## src/rtl/pipe_skid_register_pkg.sv

```systemverilog
// Shared lc3b pipeline types: per-stage payload structs/widths and skid-stage helpers.
package lc3b_types;

    localparam int unsigned WORD_WIDTH = 16;
    localparam int unsigned CTRL_WIDTH = 20;
    localparam int unsigned CC_WIDTH   = 3;
    localparam int unsigned DEST_WIDTH = 3;

    typedef struct packed {
        logic [WORD_WIDTH-1:0] address;
        logic [WORD_WIDTH-1:0] next_instr;
        logic [WORD_WIDTH-1:0] ir;
        logic                  valid;
    } if_id_t;

    typedef struct packed {
        logic [WORD_WIDTH-1:0] address;
        logic [WORD_WIDTH-1:0] next_instr;
        logic [CTRL_WIDTH-1:0] control;
        logic [WORD_WIDTH-1:0] ir;
        logic [DEST_WIDTH-1:0] dest;
        logic                  valid;
    } id_ex_t;

    typedef struct packed {
        logic [WORD_WIDTH-1:0] address;
        logic [WORD_WIDTH-1:0] next_instr;
        logic [CTRL_WIDTH-1:0] control;
        logic [CC_WIDTH-1:0]   cc;
        logic [WORD_WIDTH-1:0] alu_out;
        logic [WORD_WIDTH-1:0] ir;
        logic [DEST_WIDTH-1:0] dest;
        logic                  valid;
    } ex_mem_t;

    typedef struct packed {
        logic [WORD_WIDTH-1:0] next_instr;
        logic [CTRL_WIDTH-1:0] control;
        logic [CC_WIDTH-1:0]   cc;
        logic [WORD_WIDTH-1:0] alu_out;
        logic [WORD_WIDTH-1:0] mem_data;
        logic [WORD_WIDTH-1:0] ir;
        logic [DEST_WIDTH-1:0] dest;
        logic                  valid;
    } mem_wb_t;

    localparam int unsigned IF_ID_WIDTH  = $bits(if_id_t);
    localparam int unsigned ID_EX_WIDTH  = $bits(id_ex_t);
    localparam int unsigned EX_MEM_WIDTH = $bits(ex_mem_t);
    localparam int unsigned MEM_WB_WIDTH = $bits(mem_wb_t);

    // Occupancy encoding is {main_valid, skid_valid}.
    typedef enum logic [1:0] {
        ST_EMPTY = 2'b00,
        ST_ONE   = 2'b10,
        ST_TWO   = 2'b11
    } skid_state_e;

    function automatic logic [15:0] sat_inc16(input logic [15:0] v);
        return (v == 16'hFFFF) ? v : v + 16'd1;
    endfunction

endpackage

```

## src/rtl/pipe_skid_register_skid_entry.sv

```systemverilog
// One payload slot: data register plus valid bit with load and clear.
module skid_entry #(
    parameter int unsigned             DATA_WIDTH = 16,
    parameter logic [DATA_WIDTH-1:0]   RESET_DATA = '0
) (
    input  logic                  clk,
    input  logic                  reset,
    input  logic                  load,
    input  logic                  clear,
    input  logic [DATA_WIDTH-1:0] d,
    output logic                  valid,
    output logic [DATA_WIDTH-1:0] data
);

    // Load wins over clear; clear drops the valid bit but keeps the data.
    always_ff @(posedge clk) begin
        if (reset) begin
            valid <= 1'b0;
            data  <= RESET_DATA;
        end else if (load) begin
            valid <= 1'b1;
            data  <= d;
        end else if (clear) begin
            valid <= 1'b0;
        end
    end

endmodule

```

## src/rtl/pipe_skid_register.sv

```systemverilog
// Generic lc3b pipeline stage register with valid/ready, two-entry skid and flush.
// Optional: define PIPE_SKID_STALL_COUNT_EN to add a saturating stall_count output.
import lc3b_types::*;

module pipe_skid_register #(
    parameter int unsigned           DATA_WIDTH = 16,
    parameter logic [DATA_WIDTH-1:0] RESET_DATA = '0
) (
    input  logic                  clk,
    input  logic                  reset,
    input  logic                  flush,
    input  logic                  up_valid,
    output logic                  up_ready,
    input  logic [DATA_WIDTH-1:0] up_data,
    output logic                  down_valid,
    input  logic                  down_ready,
    output logic [DATA_WIDTH-1:0] down_data
`ifdef PIPE_SKID_STALL_COUNT_EN
    ,
    output logic [15:0]           stall_count
`endif
);

    skid_state_e           state_q, state_d;
    logic                  main_load, main_clr, skid_load, skid_clr;
    logic [DATA_WIDTH-1:0] main_d;
    logic                  main_valid, skid_valid;
    logic [DATA_WIDTH-1:0] skid_data;
    logic                  up_xfer, down_xfer;

    assign up_ready   = ~skid_valid;
    assign down_valid = main_valid;
    assign up_xfer    = up_valid & up_ready;
    assign down_xfer  = main_valid & down_ready;

    skid_entry #(.DATA_WIDTH(DATA_WIDTH), .RESET_DATA(RESET_DATA)) u_main (
        .clk   (clk),
        .reset (reset),
        .load  (main_load),
        .clear (main_clr),
        .d     (main_d),
        .valid (main_valid),
        .data  (down_data)
    );

    skid_entry #(.DATA_WIDTH(DATA_WIDTH), .RESET_DATA(RESET_DATA)) u_skid (
        .clk   (clk),
        .reset (reset),
        .load  (skid_load),
        .clear (skid_clr),
        .d     (up_data),
        .valid (skid_valid),
        .data  (skid_data)
    );

    // Occupancy state register.
    always_ff @(posedge clk) begin
        if (reset) begin
            state_q <= ST_EMPTY;
        end else begin
            state_q <= state_d;
        end
    end

    // Next occupancy and entry load/clear strobes; flush empties without loading.
    always_comb begin
        state_d   = state_q;
        main_load = 1'b0;
        main_clr  = 1'b0;
        skid_load = 1'b0;
        skid_clr  = 1'b0;
        main_d    = up_data;
        case (state_q)
            ST_EMPTY: begin
                if (up_xfer) begin
                    main_load = 1'b1;
                    state_d   = ST_ONE;
                end
            end
            ST_ONE: begin
                if (up_xfer && down_xfer) begin
                    main_load = 1'b1;
                end else if (up_xfer) begin
                    skid_load = 1'b1;
                    state_d   = ST_TWO;
                end else if (down_xfer) begin
                    main_clr  = 1'b1;
                    state_d   = ST_EMPTY;
                end
            end
            ST_TWO: begin
                if (down_xfer) begin
                    main_load = 1'b1;
                    main_d    = skid_data;
                    skid_clr  = 1'b1;
                    state_d   = ST_ONE;
                end
            end
            default: begin
                state_d  = ST_EMPTY;
                main_clr = 1'b1;
                skid_clr = 1'b1;
            end
        endcase
        if (flush) begin
            state_d   = ST_EMPTY;
            main_load = 1'b0;
            skid_load = 1'b0;
            main_clr  = 1'b1;
            skid_clr  = 1'b1;
        end
    end

`ifdef PIPE_SKID_STALL_COUNT_EN
    // Saturating count of cycles where downstream holds off a presented payload.
    always_ff @(posedge clk) begin
        if (reset) begin
            stall_count <= 16'd0;
        end else if (main_valid && !down_ready) begin
            stall_count <= sat_inc16(stall_count);
        end
    end
`endif

endmodule

```

## config.mk

```make
export PLATFORM = sky130hd
export DESIGN_NAME = pipe_skid_register
export DESIGN_NICKNAME = d
export VERILOG_FILES = /design/src/rtl/pipe_skid_register_pkg.sv /design/src/rtl/pipe_skid_register_skid_entry.sv /design/src/rtl/pipe_skid_register.sv
export SDC_FILE = /design/constraint.sdc
export NUM_CORES = 1
export LEC_CHECK = 0
export CAP_MARGIN = 20
export CORE_UTILIZATION = 45
export CTS_CLUSTER_DIAMETER = 50
export DETAILED_ROUTE_END_ITERATION = 10
export PLACE_DENSITY = 0.82
export SLEW_MARGIN = 5
export SYNTH_ARGS = -nofsm -noshare
export SYNTH_HDL_FRONTEND = slang
export SYNTH_HIERARCHICAL = 1
export SYNTH_SLANG_ARGS = --single-unit
export TNS_END_PERCENT = 20
```

## constraint.sdc

```tcl
create_clock -name clk -period 1.8 [get_ports clk]
set_input_delay 0.54 -clock clk [delete_from_list [all_inputs] [get_ports clk]]
set_output_delay 0.54 -clock clk [all_outputs]
set_load 0.1 [all_outputs]
```

==> impl_metrics.env, run 1 <==
export IMPL_cellPowerDensity_mw_per_mm2=758.2
export IMPL_post_drt_via_cell_ratio=4.992
export IMPL_cpMostUsedCell="a21oi_2"
export IMPL_place_detailed_hpwl_mm=2.333
export IMPL_instances_no_fill=266
export IMPL_startpoint="state_q[1]"
export IMPL_clkLatencyLatePin_ps=280
export IMPL_nets=243
export IMPL_critPathTopFamily="flip-flops"
export IMPL_crit_path_top_delay_cell="dfxtp_2"
export IMPL_coreArea_mm2=0.003689
export IMPL_synth_edf_count=0
export IMPL_fin_total_pwr_mw=1.928
export IMPL_clk_pin_slew_worst_paths_ps=70
export IMPL_arrival_ps=1890
export IMPL_vias=1328
export IMPL_whs_ps=495.5
export IMPL_wl_per_cell_um=13.44
export IMPL_cts_tree="built"
export IMPL_syn_area_mm2=0.001743
export IMPL_fin_crit_sh=0.9612
export IMPL_cts_buffers=5
export IMPL_grt_pass1_vias=1308
export IMPL_path_cells="ha_2 > inv_1 > a21oi_2 > a21oi_2 > nor3_2 > buf_4 > mux2i_1 > nor2_1"
export IMPL_syn_to_final_growth_pct=45.87
export IMPL_cts_sinks=36
export IMPL_yosysTopAreaCell="dfxtp_1"
export IMPL_reg2regPathDepth=8
export IMPL_wirelength_mm=3.575
export IMPL_rsz0062_at_grt="yes"
export IMPL_place_worst_setup_slack_ps=-386.1
export IMPL_dp_cells=252
export IMPL_placementRows=22
export IMPL_ys_seq_area_frac=0.4135
export IMPL_worstMarginPinSlew_ps=353.5
export IMPL_post_route_util=0.6893
export IMPL_critPathCapture="u_main/data[15]"
export IMPL_cts_max_level=2
export IMPL_grt_first_pass_wirelength_mm=5.899
export IMPL_synthFlopType="dfxtp_1"
export IMPL_io_buffer_count=38
export IMPL_drtAntennaViolNets=0
export IMPL_synth_top_area_share=0.4135
export IMPL_worst_path_max_fanout=7
export IMPL_yosys_top_cells_area="dfxtp_1 (41%), mux2i_1 (19%), mux2_4 (7.8%)"
export IMPL_maxSlewHeadroom=0.7643
export IMPL_worstHoldPathType="flip-flop to flip-flop"
export IMPL_antenna_cells=0
export IMPL_syn_area_per_cell_um2=10.50
export IMPL_path_depth=8
export IMPL_drive_gt1_frac=0.3165
export IMPL_finalSetupTns_ps=0
export IMPL_slowest_delay_ps=390
export IMPL_outcome="complete, no violations"
export IMPL_worst_clock_skew_ps=4.185
export IMPL_drt_iter0_markers=43
export IMPL_post_route_min_period_ps=1730
export IMPL_syn_inst=166
export IMPL_ios=39
export IMPL_ys_seq_elements=36
export IMPL_cap_viol_max_count=0
export IMPL_cts_root_buffer_cell="clkbuf_8"
export IMPL_crit_required_ps=1960
export IMPL_reg2reg_from="state_q[1]"
export IMPL_synth_fp_nets=192
export IMPL_final_hold_viol_count=0
export IMPL_setup_viol=0
export IMPL_dieArea_mm2=0.004126
export IMPL_die_y_um=64.24
export IMPL_dr_pass1_iters=4
export IMPL_place_area_mm2=0.002365
export IMPL_yosysWarningCount=6
export IMPL_path_buf_inv=2
export IMPL_ff2ff_setup_slack_ps=70
export IMPL_ctsHoldBuffers=0
export IMPL_leakage_nw=1.053
export IMPL_fin_area_mm2=0.002542
export IMPL_place_gp_congestion=0.8169
export IMPL_overflow=0
export IMPL_ys_async_sr_fraction=0
export IMPL_cp_end_kind="flip-flop"
export IMPL_grt_max_degree=35
export IMPL_crit_type="flip-flop to flip-flop"
export IMPL_drcViolationCount=0
export IMPL_r2r_end="u_main/data[15]"
export IMPL_timing_final_ws_setup_ps=69.91
export IMPL_start_util=0.4725
export IMPL_max_freq_mhz=578.0
export IMPL_track_usage=0.1862
export IMPL_clk_path_buf_depth=2
export IMPL_cp_start_kind="flip-flop"
export IMPL_yosysUniqueCellTypes=23
export IMPL_antenna_found_initial=0
export IMPL_peakVddDrop_mv=0.6428
export IMPL_final_max_slew_viol_count=0
export IMPL_die_w_um=64.24
[what timing repair did]
item                                    4_1_cts  5_1_grt
resized for setup                             7        7
pin swaps                                     3        4
gates cloned                                  1        0
endpoints found under the setup margin       16       16
setup buffers                                 4        2
[cells in the mapped netlist (2+ instances only)]
cell type and count:
a21oi_1 8, nand2_1 4, mux2_4 9, mux2_2 7
nand2b_1 2, buf_6 2, buf_12 3, nor3_1 2
dfxtp_1 36, inv_1 7, ha_1 5, buf_2 4
nor2_1 35, mux2i_1 33
[cells in the final DEF (no fill, tap or decap)]
master / instances
nor2_1: 35
clkdlybuf4s50_1: 18
dlygate4sd2_1: 2
buf_6: 1
a41o_1: 1
o211a_1: 1
inv_1: 6
inv_4: 1
nor2b_1: 1
nor3_2: 2
o31ai_1: 1
and2_4: 1
clkinv_2: 1
ha_1: 3
a21oi_2: 2
nand2_4: 1
dfxtp_1: 33
clkbuf_16: 1
nand3b_1: 1
nand2_1: 4
mux2_2: 7
a21boi_1: 1
clkbuf_8: 6
ha_4: 1
nand2b_1: 2
a21oi_1: 6
dfxtp_4: 1
buf_4: 12
ha_2: 1
a2bb2oi_1: 1
buf_12: 19
inv_6: 1
dfxtp_2: 2
mux2i_1: 33
mux2_4: 9
[worst register-to-register path: cells and delay by family (launching register included)]
kind,cells,cell delay (ps)
buffers and inverters,2,310
adders and majority gates,1,250
DFF,1,390
muxes,1,240
and+or+nand+nor,2,240
AOI/OAI and AO/OA,2,180
[cells by family after synthesis]
| group | Yosys count | synth area share |
|---|---|---|
| DFF | 36 | 0.4135 |
| muxes | 49 | 0.3123 |
| adders and majority gates | 5 | 0.03589 |
| AOI/OAI and AO/OA | 13 | 0.04810 |
| and+or+nand+nor | 47 | 0.1163 |
| buffers and inverters | 16 | 0.07394 |
[area by class of cell]
cell class | count | area [um2]
well taps | 48 | 60.06
multi-input cells | 114 | 925.9
flip-flops and latches | 36 | 726.9
inverters | 7 | 28.78
clock inverters | 2 | 13.76
fillers | 270 | 1146
clock buffers | 6 | 82.58
repair buffers | 53 | 704.4
[registers in the layout, indices dropped and copies added (netlist names)]
signal and count:
u_main/data 16, u_skid/data 16, state_q 2, u_main/valid 1, u_skid/valid 1
[routing by layer]
layer  wire, um  GRT usage
met3        126    0.04286
met5          0          0
met4         58    0.07500
met2       1763     0.3072
met1       1627     0.2328
[worst min-delay path by stage]
stage                               start              end  slack [ps]  cells past startpoint
after floorplan            u_skid/data[0]   u_skid/data[0]         460                      2
after global placement     u_skid/data[5]   u_skid/data[5]         470                      2
after detailed placement   u_skid/data[5]   u_skid/data[5]         480                      2
after CTS                  u_skid/data[5]   u_skid/data[5]         500                      2
after global routing      u_skid/data[13]  u_skid/data[13]         530                      2
final                      u_skid/data[3]   u_skid/data[3]         500                      2
[report_power, final]
group | total (mW) | internal, mW | switching, mW
registers | 0.855 | 0.825 | 0.0306
clock network | 0.605 | 0.313 | 0.292
logic | 0.467 | 0.211 | 0.257
Power figures use the tool's default switching activity.
==> run 2, diff against run 1 <==
--- a/config.mk
+++ b/config.mk
@@ -9,7 +9,7 @@
 export CORE_UTILIZATION = 45
 export CTS_CLUSTER_DIAMETER = 50
 export DETAILED_ROUTE_END_ITERATION = 10
-export PLACE_DENSITY = 0.82
+export PLACE_DENSITY_LB_ADDON = 0.12
 export SLEW_MARGIN = 5
 export SYNTH_ARGS = -nofsm -noshare
 export SYNTH_HDL_FRONTEND = slang
==> impl_metrics.env, run 2 (synthesized netlist as in run 1, its figures left out) <==
export IMPL_cts_max_level=2
export IMPL_die_y_um=64.24
export IMPL_clk_path_buf_depth=2
export IMPL_final_max_slew_viol_count=0
export IMPL_rsz0062_at_grt="yes"
export IMPL_r2r_end="u_main/data[11]"
export IMPL_place_worst_setup_slack_ps=-375.8
export IMPL_intPower_mw=1.354
export IMPL_clkLatencyLatePin_ps=280
export IMPL_peakVddDrop_mv=0.4817
export IMPL_p_comb_frac=0.249
export IMPL_final_common_cell="nor2_1"
export IMPL_cp_start_kind="flip-flop"
export IMPL_crit_required_ps=1970
export IMPL_pwr_share_seq=0.450
export IMPL_drcViolationCount=0
export IMPL_coreArea_mm2=0.003689
export IMPL_cp_end_kind="flip-flop"
export IMPL_final_hold_viol_count=0
export IMPL_grt_first_pass_wirelength_mm=5.816
export IMPL_worst_clock_skew_ps=4.762
export IMPL_place_gp_congestion=0.8801
export IMPL_die_w_um=64.24
export IMPL_hold_end="u_skid/data[2]"
export IMPL_crit_type="flip-flop to flip-flop"
export IMPL_drt_iter0_markers=51
export IMPL_cellPowerDensity_mw_per_mm2=744.5
export IMPL_cap_viol_max_count=0
export IMPL_start_util=0.4725
export IMPL_cts_tree="built"
export IMPL_nets=241
export IMPL_antenna_cells=0
export IMPL_dr_pass1_iters=4
export IMPL_regArea_um2=726.9
export IMPL_grt_max_degree=21
export IMPL_cts_buffers=5
export IMPL_antenna_found_initial=0
export IMPL_reg_largest_list="u_main/data x16, u_skid/data x16, state_q x2"
export IMPL_syn_to_final_growth_pct=46.81
export IMPL_worst_path_max_fanout=7
export IMPL_whs_ps=495.3
export IMPL_overflow=0
export IMPL_outcome="complete, no violations"
export IMPL_arrival_ps=1880
export IMPL_fin_crit_sh=0.9504
export IMPL_drtAntennaViolNets=0
export IMPL_grt_pass1_vias=1364
export IMPL_final_cell_mix="nor2_1 (35), dfxtp_1 (33), mux2i_1 (31)"
export IMPL_hold_depth=2
export IMPL_fin_total_pwr_mw=1.905
export IMPL_dieArea_mm2=0.004126
export IMPL_io_buffer_count=38
export IMPL_fillers=306
export IMPL_reg2reg_from="state_q[0]"
export IMPL_track_usage=0.1849
export IMPL_worstHoldPathType="flip-flop to flip-flop"
export IMPL_ff2ff_setup_slack_ps=90
export IMPL_post_drt_via_cell_ratio=5.000
export IMPL_wl_per_cell_um=13.47
export IMPL_leakage_nw=1.042
export IMPL_worstMarginPinSlew_ps=292.3
export IMPL_vias=1320
export IMPL_power_share_clock=0.302
export IMPL_multi_input_area_um2=952.2
export IMPL_cts_sinks=36
export IMPL_placementRows=22
export IMPL_reg2regPathDepth=10
export IMPL_post_route_min_period_ps=1711
export IMPL_wirelength_mm=3.555
export IMPL_timing_final_ws_setup_ps=89.33
export IMPL_drive_gt1_frac=0.3102
export IMPL_place_detailed_hpwl_mm=2.516
export IMPL_clk_pin_slew_worst_paths_ps=70
export IMPL_sw_frac_of_total=0.2893
export IMPL_cts_root_buffer_cell="clkbuf_8"
export IMPL_p_switching_mw=0.5511
export IMPL_setup_viol=0
export IMPL_min_from="u_skid/data[2]"
export IMPL_ios=39
export IMPL_max_freq_mhz=584.6
export IMPL_maxSlewHeadroom=0.8049
## run 2: changes by cell type in the layout (fill, tap and decap cells not counted), sizes merged
cell | before | now
buf | 32 | 31
clkinv | 1 | 0
inv | 8 | 7
clkbuf | 7 | 8
## run 2: what timing repair did
action,4_1_cts,5_1_grt
setup endpoints to repair,21,17
pin swaps,2,3
hold buffers,0,0
buffers inserted,1,1
gates cloned,1,0
resized for setup,4,13
## run 2: worst max-delay path by stage
stage,from,endpoint,slack (ps),cells after the start
after global placement,up_valid,u_main/data[9],-340,8
after detailed placement,up_valid,u_main/data[7],-380,8
after floorplan,u_main/valid,u_main/data[10],3,8
after CTS,state_q[0],u_main/data[6],2,10
after global routing,state_q[0],u_main/data[11],8,10
final,state_q[0],u_main/data[11],90,10
## run 2: per-layer routing
layer	vias up	global-route usage	share of wire
li1	654	-	-
met1	620	0.1952	0.41
met2	40	0.3431	0.53
met3	6	0.04643	0.047
met4	0	0.08056	0.013
met5	-	0	0
## run 2: power groups by stage
stage	sequential, mW	combinational (mW)	clock (mW)
final	0.857	0.473	0.575
after global routing	0.859	0.496	0.627
after CTS	0.855	0.468	0.597
after detailed placement	0.873	0.453	0
after global placement	0.871	0.447	0
after floorplan	1.01	0.138	0
## run 2: critical path: stages (launching register included)
cell and delay, ps:
dfxtp_4 380, buf_4 130, ha_4 150, inv_1 60, a21oi_2 130, a21oi_2 50, nor3_2 100, buf_4 170
buf_12 140, mux2i_2 210, nor2_1 70
## run 2: cell type report
class | count | area share
multi-input cells | 114 | 0.3721
flip-flops and latches | 36 | 0.2841
repair buffers | 51 | 0.2738
clock buffers | 8 | 0.03521
well taps | 48 | 0.02347
inverters | 7 | 0.01125
## run 2: per-stage QoR
stage | area, um2 | TNS (ps) | util | cells
finish | 2559 | 0 | 0.6937 | 264
global route | 2559 | 0 | 0.6937 | 264
CTS | 2504 | 0 | 0.6788 | 263
detailed placement | 2372 | -10540 | 0.6431 | 253
global placement | 2372 | -9661 | 0.6431 | 253
floorplan | 1744 | 0 | - | 166
==> run 3, diff against run 2 <==
--- a/config.mk
+++ b/config.mk
@@ -9,6 +9,7 @@
 export CORE_UTILIZATION = 45
 export CTS_CLUSTER_DIAMETER = 50
 export DETAILED_ROUTE_END_ITERATION = 10
+export MAX_ROUTING_LAYER = met4
 export PLACE_DENSITY_LB_ADDON = 0.12
 export SLEW_MARGIN = 5
 export SYNTH_ARGS = -nofsm -noshare
==> impl_metrics.env, run 3 (synthesized netlist as in run 1, its figures left out) <==
export IMPL_fin_crit_sh=0.9502
export IMPL_drt_iter0_markers=48
export IMPL_antenna_cells=0
export IMPL_p_switching_mw=0.5477
export IMPL_final_max_slew_viol_count=0
export IMPL_fin_area_mm2=0.002559
export IMPL_critPathTopFamily="buffers and inverters"
export IMPL_setup_viol=0
export IMPL_cap_viol_max_count=0
export IMPL_post_route_min_period_ps=1710
export IMPL_max_freq_mhz=584.7
export IMPL_place_gp_congestion=0.8946
export IMPL_pwr_share_seq=0.451
export IMPL_final_hold_viol_count=0
export IMPL_final_cell_mix="nor2_1 (35), dfxtp_1 (33), mux2i_1 (31)"
export IMPL_clk_pin_slew_worst_paths_ps=70
export IMPL_cellPowerDensity_mw_per_mm2=743.1
export IMPL_start_util=0.4725
export IMPL_io_buffer_count=38
export IMPL_leakage_nw=1.042
export IMPL_wl_per_cell_um=13.46
export IMPL_drcViolationCount=0
export IMPL_overflow=0
export IMPL_place_detailed_hpwl_mm=2.516
export IMPL_path_cells="buf_4 > ha_4 > inv_1 > a21oi_2 > a21oi_2 > nor3_2 > buf_4 > buf_12 > mux2i_2 > nor2_1"
export IMPL_antenna_found_initial=0
export IMPL_dr_pass1_iters=4
export IMPL_cts_root_buffer_cell="clkbuf_8"
export IMPL_nets=241
export IMPL_crit_path_top_delay_cell="dfxtp_4"
export IMPL_track_usage=0.1900
export IMPL_maxSlewHeadroom=0.8035
export IMPL_dp_cells=253
export IMPL_coreArea_mm2=0.003689
export IMPL_worst_clock_skew_ps=4.719
export IMPL_p_comb_frac=0.249
export IMPL_wirelength_mm=3.554
export IMPL_cts_max_level=2
export IMPL_intPower_mw=1.354
export IMPL_drtAntennaViolNets=0
export IMPL_ctsHoldBuffers=0
export IMPL_clk_path_buf_depth=2
export IMPL_reg_largest_list="u_main/data x16, u_skid/data x16, state_q x2"
export IMPL_grt_first_pass_wirelength_mm=5.816
export IMPL_placementRows=22
export IMPL_worstMarginPinSlew_ps=294.5
export IMPL_syn_to_final_growth_pct=46.81
export IMPL_grt_max_degree=21
export IMPL_dieArea_mm2=0.004126
export IMPL_path_buf_inv=4
export IMPL_sw_frac_of_total=0.2880
export IMPL_die_y_um=64.24
export IMPL_finalSetupTns_ps=0
export IMPL_die_w_um=64.24
export IMPL_outcome="complete, no violations"
export IMPL_crit_type="flip-flop to flip-flop"
export IMPL_clkLatencyLatePin_ps=280
export IMPL_peakVddDrop_mv=0.4817
export IMPL_post_drt_via_cell_ratio=4.989
export IMPL_worst_path_max_fanout=7
export IMPL_arrival_ps=1870
export IMPL_cts_tree="built"
export IMPL_use_met3=0.04286
export IMPL_power_share_clock=0.300
export IMPL_slowest_delay_ps=380
export IMPL_cp_start_kind="flip-flop"
export IMPL_met1_usage=0.1974
export IMPL_busiest_layer="met2"
export IMPL_final_common_cell="nor2_1"
export IMPL_ios=39
export IMPL_cts_buffers=5
export IMPL_rsz0062_at_grt="yes"
export IMPL_drive_gt1_frac=0.3102
export IMPL_instances_no_fill=264
export IMPL_cp_end_kind="flip-flop"
export IMPL_vias=1317
export IMPL_use_met2=0.3431
export IMPL_grt_pass1_vias=1365
export IMPL_cts_sinks=36
export IMPL_crit_required_ps=1960
export IMPL_worstHoldPathType="flip-flop to flip-flop"
export IMPL_place_area_mm2=0.002372
export IMPL_fillers=306
run 3: cell counts in the layout (fill, tap and decap cells not counted):
Identical to the previous run, type by type.
run 3: what timing repair did:
action / 4_1_cts / 5_1_grt
pin swaps: 2 / 3
setup endpoints to repair: 21 / 17
gates cloned: 1 / 0
gates resized for setup: 4 / 13
buffers inserted: 1 / 1
run 3: layer usage:
metal	routed length (um)	vias up
met5	0	-
met4	29	0
met3	156	4
met2	1895	36
met1	1471	623
li1	-	654
run 3: path summary, 6_finish.rpt:
kind	startpoint	end	slack (ps)	depth (start not counted)
min reg2reg	u_skid/data[2]	u_skid/data[2]	500	2
min	u_skid/data[2]	u_skid/data[2]	500	2
max reg2reg	state_q[0]	u_main/data[11]	90	10
max	state_q[0]	u_main/data[11]	90	10
run 3: area by class of cell:
class,count,area [um2],share of cell area
clock buffer,8,90.09,0.03521
inverter,7,28.78,0.01125
timing repair buffer,51,700.7,0.2738
multi-input combinational,114,952.2,0.3721
sequential,36,726.9,0.2841
tap,48,60.06,0.02347
run 3: stage by stage:
| stage | worst slack, ps | util | hold slack [ps] | power [mW] |
|---|---|---|---|---|
| detailed placement | -375.8 | 0.6431 | 484.7 | 1.326 |
| global placement | -338.8 | 0.6431 | 469.6 | 1.319 |
| global route | 7.759 | 0.6937 | 520.1 | 1.982 |
| floorplan | 2.833 | - | 456.1 | 1.145 |
| CTS | 2.105 | 0.6788 | 501.5 | 1.921 |
| finish | 89.71 | 0.6937 | 495.2 | 1.901 |
run 3: worst reg2reg max path: cells and delay by family (launching register included):
kind	cells	cell delay, ps
and+or+nand+nor	2	170
DFF	1	380
buffers and inverters	4	500
AOI/OAI and AO/OA	2	180
adders and majority gates	1	150
muxes	1	210
run 3: power groups by stage:
stage | sequential [mW] | combinational [mW] | clock [mW]
floorplan | 1.01 | 0.138 | 0
global placement | 0.871 | 0.447 | 0
detailed placement | 0.873 | 0.453 | 0
CTS | 0.855 | 0.468 | 0.597
global route | 0.859 | 0.496 | 0.627
finish | 0.857 | 0.473 | 0.571
